<file path="config.mk">
export PLATFORM = sky130hd
export DESIGN_NAME = wb_la_subsystem
export DESIGN_NICKNAME = d
export VERILOG_FILES = /design/src/rtl/wb_la_subsystem.sv
export SDC_FILE = /design/constraint.sdc
export NUM_CORES = 1
export LEC_CHECK = 0
export ABC_AREA = 1
export CAP_MARGIN = 20
export CORE_AREA = 5 5 270 272
export CTS_CLUSTER_SIZE = 25
export DETAILED_ROUTE_END_ITERATION = 16
export DIE_AREA = 0 0 275 277
export PLACE_DENSITY = 0.37
export SLEW_MARGIN = 20
export SYNTH_ARGS = -nofsm -noshare
export SYNTH_HDL_FRONTEND = slang
export SYNTH_SLANG_ARGS = --single-unit
</file>
<file path="constraint.sdc">
create_clock -name CLK -period 4.39 [get_ports CLK]
set_input_delay 0.878 -clock CLK [delete_from_list [all_inputs] [get_ports CLK]]
set_output_delay 0.878 -clock CLK [all_outputs]
set_load 0.05 [all_outputs]
</file>
<file path="src/rtl/wb_la_subsystem.sv">
// Wishbone slice: fixed-priority manager arbiter, address decoder, LA select register
// with a 128-bit LA source mux, and an error responder for unmapped addresses.
module wb_la_subsystem #(
  parameter int NUM_MANAGERS = 1,
  parameter int NUM_TEAMS    = 1
) (
  input  logic                          CLK,
  input  logic                          nRST,
  input  logic [32*NUM_MANAGERS-1:0]    A_ADR_I,
  input  logic [32*NUM_MANAGERS-1:0]    A_DAT_I,
  input  logic [4*NUM_MANAGERS-1:0]     A_SEL_I,
  input  logic [NUM_MANAGERS-1:0]       A_WE_I,
  input  logic [NUM_MANAGERS-1:0]       A_STB_I,
  input  logic [NUM_MANAGERS-1:0]       A_CYC_I,
  output logic [32*NUM_MANAGERS-1:0]    A_DAT_O,
  output logic [NUM_MANAGERS-1:0]       A_ACK_O,
  input  logic                          wbs_ack_i_gpio,
  input  logic                          wbs_ack_i_sram,
  input  logic [31:0]                   wbs_dat_i_gpio,
  input  logic [31:0]                   wbs_dat_i_sram,
  output logic                          wbs_cyc_o_gpio,
  output logic                          wbs_stb_o_gpio,
  output logic                          wbs_we_o_gpio,
  output logic                          wbs_cyc_o_sram,
  output logic                          wbs_stb_o_sram,
  output logic                          wbs_we_o_sram,
  output logic [31:0]                   wbs_adr_o_gpio,
  output logic [31:0]                   wbs_dat_o_gpio,
  output logic [31:0]                   wbs_adr_o_sram,
  output logic [31:0]                   wbs_dat_o_sram,
  output logic [3:0]                    wbs_sel_o_gpio,
  output logic [3:0]                    wbs_sel_o_sram,
  input  logic [128*(NUM_TEAMS+1)-1:0]  designs_la_data_out_flat,
  output logic [127:0]                  la_data_out
);

  localparam int GW = (NUM_MANAGERS > 1) ? $clog2(NUM_MANAGERS) : 1;

  typedef enum logic {ARB_IDLE, ARB_GRANTED} arb_state_e;

  arb_state_e     state_q, state_d;
  logic [GW-1:0]  grant_q, grant_d;
  logic [GW-1:0]  lowestReq;
  logic           grantCyc;

  logic        fCyc, fStb, fWe;
  logic [31:0] fAdr, fDat;
  logic [3:0]  fSel;

  logic        selLa, selGpio, selSram, selErr, req;
  logic        laAck_q, errAck_q;
  logic [31:0] laSel_q;
  logic        retAck;
  logic [31:0] retDat;

  // Lowest-index requester wins; the loop runs high-to-low so index 0 overrides.
  always_comb begin
    lowestReq = '0;
    grantCyc  = 1'b0;
    for (int m = NUM_MANAGERS - 1; m >= 0; m--) begin
      if (A_CYC_I[m]) lowestReq = GW'(m);
    end
    for (int m = 0; m < NUM_MANAGERS; m++) begin
      if (grant_q == GW'(m)) grantCyc = A_CYC_I[m];
    end
  end

  always_comb begin
    state_d = state_q;
    grant_d = grant_q;
    case (state_q)
      ARB_IDLE: begin
        if (|A_CYC_I) begin
          state_d = ARB_GRANTED;
          grant_d = lowestReq;
        end
      end
      ARB_GRANTED: begin
        if (!grantCyc) state_d = ARB_IDLE;
      end
      default: state_d = ARB_IDLE;
    endcase
  end

  always_ff @(posedge CLK or negedge nRST) begin
    if (!nRST) begin
      state_q <= ARB_IDLE;
      grant_q <= '0;
    end else begin
      state_q <= state_d;
      grant_q <= grant_d;
    end
  end

  always_comb begin
    fCyc = 1'b0;
    fStb = 1'b0;
    fWe  = 1'b0;
    fAdr = '0;
    fDat = '0;
    fSel = '0;
    if (state_q == ARB_GRANTED) begin
      for (int m = 0; m < NUM_MANAGERS; m++) begin
        if (grant_q == GW'(m)) begin
          fCyc = A_CYC_I[m];
          fStb = A_STB_I[m];
          fWe  = A_WE_I[m];
          fAdr = A_ADR_I[32*m +: 32];
          fDat = A_DAT_I[32*m +: 32];
          fSel = A_SEL_I[4*m +: 4];
        end
      end
    end
  end

  assign selLa   = (fAdr[31:16] == 16'h3100);
  assign selGpio = (fAdr[31:16] == 16'h3200);
  assign selSram = (fAdr[31:24] == 8'h33);
  assign selErr  = !(selLa || selGpio || selSram);
  assign req     = fCyc && fStb;

  assign wbs_cyc_o_gpio = fCyc && selGpio;
  assign wbs_stb_o_gpio = fStb && selGpio;
  assign wbs_we_o_gpio  = fWe  && selGpio;
  assign wbs_adr_o_gpio = selGpio ? fAdr : '0;
  assign wbs_dat_o_gpio = selGpio ? fDat : '0;
  assign wbs_sel_o_gpio = selGpio ? fSel : '0;
  assign wbs_cyc_o_sram = fCyc && selSram;
  assign wbs_stb_o_sram = fStb && selSram;
  assign wbs_we_o_sram  = fWe  && selSram;
  assign wbs_adr_o_sram = selSram ? fAdr : '0;
  assign wbs_dat_o_sram = selSram ? fDat : '0;
  assign wbs_sel_o_sram = selSram ? fSel : '0;

  // Acks are gated by their own previous value so a held strobe never gets back-to-back acks.
  always_ff @(posedge CLK or negedge nRST) begin
    if (!nRST) begin
      laAck_q  <= 1'b0;
      errAck_q <= 1'b0;
      laSel_q  <= '0;
    end else begin
      laAck_q  <= req && selLa && !laAck_q;
      errAck_q <= req && selErr && !errAck_q;
      if (req && selLa && !laAck_q && fWe) begin
        for (int b = 0; b < 4; b++) begin
          if (fSel[b]) laSel_q[8*b +: 8] <= fDat[8*b +: 8];
        end
      end
    end
  end

  always_comb begin
    retAck = 1'b0;
    retDat = '0;
    if (fCyc) begin
      if (selLa) begin
        retAck = laAck_q;
        retDat = laSel_q;
      end else if (selGpio) begin
        retAck = wbs_ack_i_gpio;
        retDat = wbs_dat_i_gpio;
      end else if (selSram) begin
        retAck = wbs_ack_i_sram;
        retDat = wbs_dat_i_sram;
      end else begin
        retAck = errAck_q;
      end
    end
  end

  always_comb begin
    A_ACK_O = '0;
    A_DAT_O = '0;
    for (int m = 0; m < NUM_MANAGERS; m++) begin
      if (state_q == ARB_GRANTED && grant_q == GW'(m)) begin
        A_ACK_O[m]          = retAck;
        A_DAT_O[32*m +: 32] = retDat;
      end
    end
  end

  always_comb begin
    la_data_out = '0;
    for (int k = 0; k <= NUM_TEAMS; k++) begin
      if (laSel_q == 32'(k)) la_data_out = designs_la_data_out_flat[128*k +: 128];
    end
  end

endmodule

</file>
==> load_flow_metrics.sql, run 1 <==
INSERT INTO impl_metrics (metric_group, metric, value, unit) VALUES
('run_status', 'outcome', 'finished clean', ''),
('clocking', 'clock_latency', '280', 'ps'),
('sta', 'finalClockSkew', '1.56', 'ps'),
('clocking', 'clock-root-buffer', 'clkbuf_16', ''),
('pwr', 'power_density', '78.0', 'mW/mm²'),
('worst_setup_path', 'critical_path_required_time', '3510', 'ps'),
('pwr', 'internal_power_of_the_cells', '0.000868', 'W'),
('grt', 'gr-max-usage-layer', 'met2', ''),
('clocking', 'cts.htree.levels', '2', ''),
('pwr', 'power.combinational.fraction', '0.447', ''),
('clocking', 'clk_pin_slew', '50', 'ps'),
('grt', 'grt_util_met3', '0.0363', ''),
('sta', 'finalHoldViolations', '0', ''),
('synthesis', 'postSynthCellCount', '1255', ''),
('clocking', 'cts_tree', 'built', ''),
('floorplan', 'ioPinCount', '698', ''),
('drt', 'postRouteAntennaNets', '0', ''),
('sta', 'final.min_clock_period', '4060', 'ps'),
('clocking', 'setup_bufs_post_cts', '0', ''),
('drt', 'routed_via_density', '3.50', ''),
('pwr', 'p_leak', '7.69', 'nW'),
('clocking', 'clock_tree.buffer_depth', '2', ''),
('clocking', 'cts.sinks', '35', ''),
('drt', 'routed-via-count', '9940', ''),
('synthesis', 'synth_cell_types', '27', ''),
('floorplan', 'die_width', '275', 'µm'),
('cells_and_area', 'final_layout_size_suffix_gt1_frac', '0.155', ''),
('flow_run', 'max-cap-violations', '0', ''),
('synthesis', 'synth.cell_area', '0.00621', 'mm²'),
('place', 'number_of_port_buffers', '680', ''),
('floorplan', 'overall_die_area', '0.0762', 'mm²'),
('cells_and_area', 'final_nets', '2277', ''),
('grt', 'grt_first_pass_wirelength', '76900', 'µm'),
('floorplan', 'placementRows', '98', ''),
('worst_setup_path', 'category_of_the_worst_setup_path_launch_point', 'input port', ''),
('drt', 'first_pass_iters', '4', ''),
('pwr', 'power.share.switching', '0.281', ''),
('sta', 'final_max_slew_viol_count', '0', ''),
('pwr', 'post_route_total_power', '0.00121', 'W'),
('sta', 'grt_setup_unrepaired', 'no', ''),
('worst_setup_path', 'crit_path_class', 'input port to output pin', ''),
('sta', 'worst_pin_slew', '825', 'ps'),
('floorplan', 'dieHeight', '277', 'µm'),
('synthesis', 'synth-seq-area-share', '0.141', ''),
('sta', 'post-route-period-util', '0.924', ''),
('grt', 'grt_pass1_vias', '10300', ''),
('grt', 'grt_start_max_net_pins', '84', ''),
('cells_and_area', 'synthToLayoutAreaGrowth', '150', '%'),
('synthesis', 'ys_ff_latch', '35', ''),
('grt', 'grt.overflow.total', '0', ''),
('grt', 'use_met2', '0.234', ''),
('pwr', 'seq_power_share', '0.271', ''),
('sta', 'totalNegativeSetupSlack', '0', 'ps'),
('sta', 'slew_headroom', '0.450', ''),
('grt', 'groute.layer.met1.usage', '0.179', ''),
('clocking', 'cts_buffers', '5', ''),
('clocking', 'cts_hold_buffers', '0', ''),
('clocking', 'cts-resized-gates', '0', ''),
('drt', 'drt_first_iter_violations', '497', ''),
('drt', 'routed_wl', '56900', 'µm'),
('drt', 'number_of_design_rule_violations_left_after_detail_routing', '0', ''),
('sta', 'fmax', '247', 'MHz'),
('worst_setup_path', 'crit_path_end_kind', 'output pin', ''),
('grt', 'grt_usage', '0.138', ''),
('grt', 'antenna_violations_before_repair', '16', ''),
('floorplan', 'initial_utilization', '0.0880', ''),
('pwr', 'power_frac_clock', '0.282', ''),
('place', 'gp_congestion', '0.886', ''),
('drt', 'drt-wirelength-per-cell', '20.0', 'µm'),
('floorplan', 'coreArea', '0.0705', 'mm²'),
('place', 'post-dp-hpwl', '49600', 'µm'),
('pwr', 'irDropWorstVdd', '0.106', 'mV'),
('worst_setup_path', 'worst-endpoint-arrival', '3180', 'ps'),
('sta', 'final_setup_violation_count', '0', ''),
('pwr', 'p_switching', '0.000340', 'W'),
('worst_setup_path', 'crit_path_max_fanout', '16', ''),
('synthesis', 'yosys_warnings', '0', ''),
('synthesis', 'syn_avg_cell_area', '4.94', 'µm²'),
('min_path', 'hold_path_class', 'flip-flop to flip-flop', '');
==> cell usage after synthesis (all sizes together) <==
library cell	count	area, µm²
nor2b	2	12.5
nor3	4	20.0
buf	66	442
clkbuf	34	128
nand4	12	135
clkinv	2	12.5
dfrtp	35	876
nor2	197	802
conb	1	3.75
inv	215	807
o21ai	8	40.0
nor4	1	6.26
a21oi	14	70.1
nand3	211	1120
nand2	453	1740
==> metrics by stage <==
stage	hold WS [ps]	setup WS, ps	cell area, µm²	utilization	instances
after global placement	432	311	15300	0.218	2825
after floorplan	409	980	6270	-	1271
after detailed placement	425	328	15300	0.218	2825
after global routing	459	97.0	15500	0.220	2836
after CTS	432	298	15500	0.219	2833
final	428	335	15500	0.220	2841
==> power groups by stage <==
stage | Sequential (W) | Combinational [W] | Clock, W
4_1_cts | 0.000328 | 0.000547 | 0.000356
2_1_floorplan | 0.000331 | 0.000131 | 0
3_5_place_dp | 0.000334 | 0.000544 | 0
3_3_place_gp | 0.000334 | 0.000543 | 0
6_report | 0.000328 | 0.000540 | 0.000340
5_1_grt | 0.000328 | 0.000576 | 0.000365
==> cells by family (layout without fill, tap and decap cells) <==
logic type             after synthesis  in the layout  share of synthesized area
DFF                                 35             35                      0.141
other                                1             25                   0.000604
buffers and inverters              317            929                      0.224
and+or+nand+nor                    880            880                      0.617
AOI/OAI and AO/OA                   22             22                     0.0177
==> registers in the layout, summed over array words and instances, names as in the netlist <==
signal / flops
laAck_q: 1
errAck_q: 1
laSel_q: 32
state_q: 1
==> path summary, 6_finish.rpt <==
path / startpoint / end / slack [ps] / cells after the start
setup / recovery: A_ADR_I[24] / A_DAT_O[16] / 330 / 12
hold / removal: errAck_q$_DFF_PN0_ / errAck_q$_DFF_PN0_ / 430 / 1
setup reg to reg: state_q$_DFF_PN0_ / laAck_q$_DFF_PN0_ / 2070 / 7
hold reg to reg: errAck_q$_DFF_PN0_ / errAck_q$_DFF_PN0_ / 430 / 1
max in group asynchronous: nRST / state_q$_DFF_PN0_ / 3120 / 1
min in group asynchronous: nRST / laSel_q[30]$_DFFE_PN0P_ / 700 / 1
==> routing by layer <==
metal / routed length (µm) / vias up
li1: - / 4989
met1: 25100 / 4531
met2: 26800 / 378
met3: 4350 / 32
met4: 580 / 10
met5: 61 / -
==> layout by cell type (no fill, tap or decap) <==
cell / n
nor2_2: 3
buf_12: 158
nor4_2: 1
clkinv_4: 1
a21oi_1: 14
nand3_2: 13
clkinv_2: 1
clkbuf_1: 2
nor3_1: 4
nor2b_4: 1
nand2_4: 2
nor2b_1: 1
o21ai_0: 8
nor2_4: 5
nor2_1: 187
buf_4: 83
nand3_1: 198
clkbuf_16: 5
nand4_1: 8
nand4_4: 4
nor2_8: 2
nand2_2: 8
inv_2: 2
buf_2: 1
dfrtp_2: 1
clkinv_1: 1
inv_1: 213
clkdlybuf4s50_1: 462
nand2_1: 443
conb_1: 17
dfrtp_1: 34
diode_2: 8
==> worst max-delay path, cell delays in order <==
cell             delay (ps)
clkdlybuf4s50_1         570
nand2_1                  90
nor2_2                  190
nand3_2                 320
inv_2                   140
buf_4                   250
nand2_1                  80
nand2_1                  70
nand2_1                 130
a21oi_1                 150
buf_4                   160
buf_12                  140
==> layout make-up <==
| type | instances | area [µm²] |
|---|---|---|
| tap | 950 | 1190 |
| fill | 7989 | 55000 |
| timing repair buffer | 704 | 8420 |
| clock inverter | 1 | 5.00 |
| inverter | 217 | 820 |
| antenna | 8 | 20.0 |
| sequential | 35 | 877 |
| multi-input combinational | 919 | 4040 |
| clock buffer | 7 | 133 |
Power figures use the tool's default switching activity.
==> run 2, diff against run 1 <==
CORE_AREA = 5 5 271 273   (was 5 5 270 272)
DIE_AREA = 0 0 276 278   (was 0 0 275 277)
SLEW_MARGIN = default   (was 20)
clock period = 4.1 ns   (was 4.39 ns; I/O delays follow)
==> run 2 against run 1 <==
Clock power is 10% higher. Critical endpoint is now A_DAT_O[11]. Via count is 1.7% higher. Die area is 0.73% higher. Largest cell class unchanged.
==> load_flow_metrics.sql, run 2 (synthesis results as in run 1) <==
INSERT INTO impl_metrics (metric_group, metric, value, unit) VALUES
('place', 'post-dp-hpwl', '53200', 'µm'),
('pwr', 'irDropWorstVdd', '0.114', 'mV'),
('grt', 'grt_first_pass_wirelength', '81500', 'µm'),
('drt', 'routed-via-count', '10100', ''),
('worst_setup_path', 'category_of_the_worst_setup_path_launch_point', 'input port', ''),
('drt', 'number_of_design_rule_violations_left_after_detail_routing', '0', ''),
('worst_setup_path', 'critical_path_required_time', '3280', 'ps'),
('place', 'gp_congestion', '0.948', ''),
('place', 'dp.cells', '2828', ''),
('cells_and_area', 'layout.cells.non_filler', '2846', ''),
('sta', 'final.min_clock_period', '3860', 'ps'),
('grt', 'grt_start_max_net_pins', '80', ''),
('cells_and_area', 'final_nets', '2280', ''),
('grt', 'antenna_violations_before_repair', '25', ''),
('clocking', 'clock_tree.buffer_depth', '2', ''),
('drt', 'routed_via_density', '3.55', ''),
('pwr', 'post_route_total_power', '0.00130', 'W'),
('worst_setup_path', 'crit_path_end_kind', 'output pin', ''),
('cells_and_area', 'max_flop_register', 'laSel_q', ''),
('cells_and_area', 'fill_cells', '8013', ''),
('cells_and_area', 'largest_register_ff_count', '32', ''),
('clocking', 'clock-root-buffer', 'clkbuf_16', ''),
('sta', 'finalClockSkew', '3.63', 'ps'),
('cells_and_area', 'final_layout_size_suffix_gt1_frac', '0.187', ''),
('floorplan', 'ioPinCount', '698', ''),
('cells_and_area', 'synthToLayoutAreaGrowth', '156', '%'),
('worst_setup_path', 'worst-endpoint-arrival', '3040', 'ps'),
('cells_and_area', 'final_common_cell', 'nand2_1', ''),
('clocking', 'setup_bufs_post_cts', '0', ''),
('worst_setup_path', 'crit_path_class', 'input port to output pin', ''),
('floorplan', 'placementRows', '98', ''),
('floorplan', 'dieHeight', '278', 'µm'),
('clocking', 'cts_buffers', '5', ''),
('clocking', 'clock_latency', '280', 'ps'),
('cells_and_area', 'fin_util', '0.224', ''),
('drt', 'routed_wl', '60800', 'µm'),
('sta', 'final_max_slew_viol_count', '0', ''),
('sta', 'fmax', '259', 'MHz'),
('clocking', 'cts.sinks', '35', ''),
('floorplan', 'overall_die_area', '0.0767', 'mm²'),
('sta', 'post-route-period-util', '0.941', ''),
('grt', 'grt_pass1_vias', '10000', ''),
('sta', 'totalNegativeSetupSlack', '0', 'ps'),
('sta', 'grt_setup_unrepaired', 'no', ''),
('grt', 'grt_usage', '0.146', ''),
('clocking', 'cts-resized-gates', '0', ''),
('place', 'number_of_port_buffers', '680', ''),
('clocking', 'cts.htree.levels', '2', ''),
('grt', 'grt.overflow.total', '0', ''),
('pwr', 'power_density', '81.9', 'mW/mm²'),
('flow_run', 'max-cap-violations', '0', ''),
('worst_setup_path', 'crit_path_max_fanout', '21', ''),
('drt', 'drt-wirelength-per-cell', '21.4', 'µm'),
('floorplan', 'initial_utilization', '0.0876', ''),
('clocking', 'clk_pin_slew', '60', 'ps'),
('clocking', 'cts_hold_buffers', '0', ''),
('sta', 'finalHoldViolations', '0', ''),
('drt', 'first_pass_iters', '5', ''),
('run_status', 'outcome', 'finished clean', ''),
('pwr', 'p_leak', '7.94', 'nW'),
('sta', 'slew_headroom', '0.428', ''),
('sta', 'final_setup_violation_count', '0', ''),
('sta', 'worst_pin_slew', '858', 'ps'),
('clocking', 'cts_tree', 'built', ''),
('drt', 'drt_first_iter_violations', '529', ''),
('min_path', 'hold_path_class', 'flip-flop to flip-flop', ''),
('drt', 'postRouteAntennaNets', '0', ''),
('floorplan', 'die_width', '276', 'µm'),
('cells_and_area', 'most-common-layout-cells', 'nand2_1 (443), clkdlybuf4s50_1 (404), inv_1 (213), buf_12 (200), nand3_1 (198)', ''),
('floorplan', 'coreArea', '0.0709', 'mm²');
run 2: changes by cell type in the layout (fill, tap and decap cells not counted), sizes merged:
cell,before,now
buf,242,303
clkdlybuf4s50,462,404
diode,8,10
clkbuf,7,6
clkinvlp,0,1
run 2: final cells by class:
type                       count  area (µm²)  area share
multi-input combinational    919        4040       0.254
sequential                    35         877      0.0551
tap                          950        1190      0.0747
antenna                       10        25.0     0.00157
clock inverter                 2        12.5    0.000786
timing repair buffer         707        8820       0.555
clock buffer                   6         129     0.00810
inverter                     217         820      0.0515
run 2: through the flow:
step           setup slack [ps]  cell area, µm²  hold WS (ps)
2_1_floorplan               806            6270           409
3_3_place_gp                200           15700           434
3_5_place_dp                197           15700           442
4_1_cts                     183           15900           449
5_1_grt                    38.9           15900           475
6_report                    240           15900           446
run 2: final timing paths:
kind / start / to / slack [ps] / depth (start not counted)
max: A_ADR_I[30] / A_DAT_O[11] / 240 / 11
min: errAck_q$_DFF_PN0_ / errAck_q$_DFF_PN0_ / 450 / 1
max reg2reg: state_q$_DFF_PN0_ / laSel_q[7]$_DFFE_PN0P_ / 1570 / 8
min reg2reg: errAck_q$_DFF_PN0_ / errAck_q$_DFF_PN0_ / 450 / 1
max in group asynchronous: nRST / state_q$_DFF_PN0_ / 2860 / 1
min in group asynchronous: nRST / laSel_q[30]$_DFFE_PN0P_ / 650 / 1
run 2: worst max-delay path: stages:
cell	delay, ps
clkdlybuf4s50_1	440
nand2_1	90
nand2_1	90
nor2_4	180
nand2_1	120
nor2_4	180
nand2_2	350
nand2_1	180
nand2_1	90
a21oi_1	290
buf_12	190
run 2: power breakdown:
group	switching (W)	internal, W	total, W
sequential	0.00000334	0.000347	0.000350
combinational	0.000219	0.000360	0.000579
clock	0.000150	0.000224	0.000375
total	0.000373	0.000931	0.00130
run 2: routing by layer:
metal / track usage / part of all wire / wire length [µm]
met4: 0.0220 / 0.011 / 699
met1: 0.186 / 0.43 / 26100
met2: 0.244 / 0.47 / 28600
met5: 0 / 0.0029 / 175
met3: 0.0534 / 0.087 / 5270
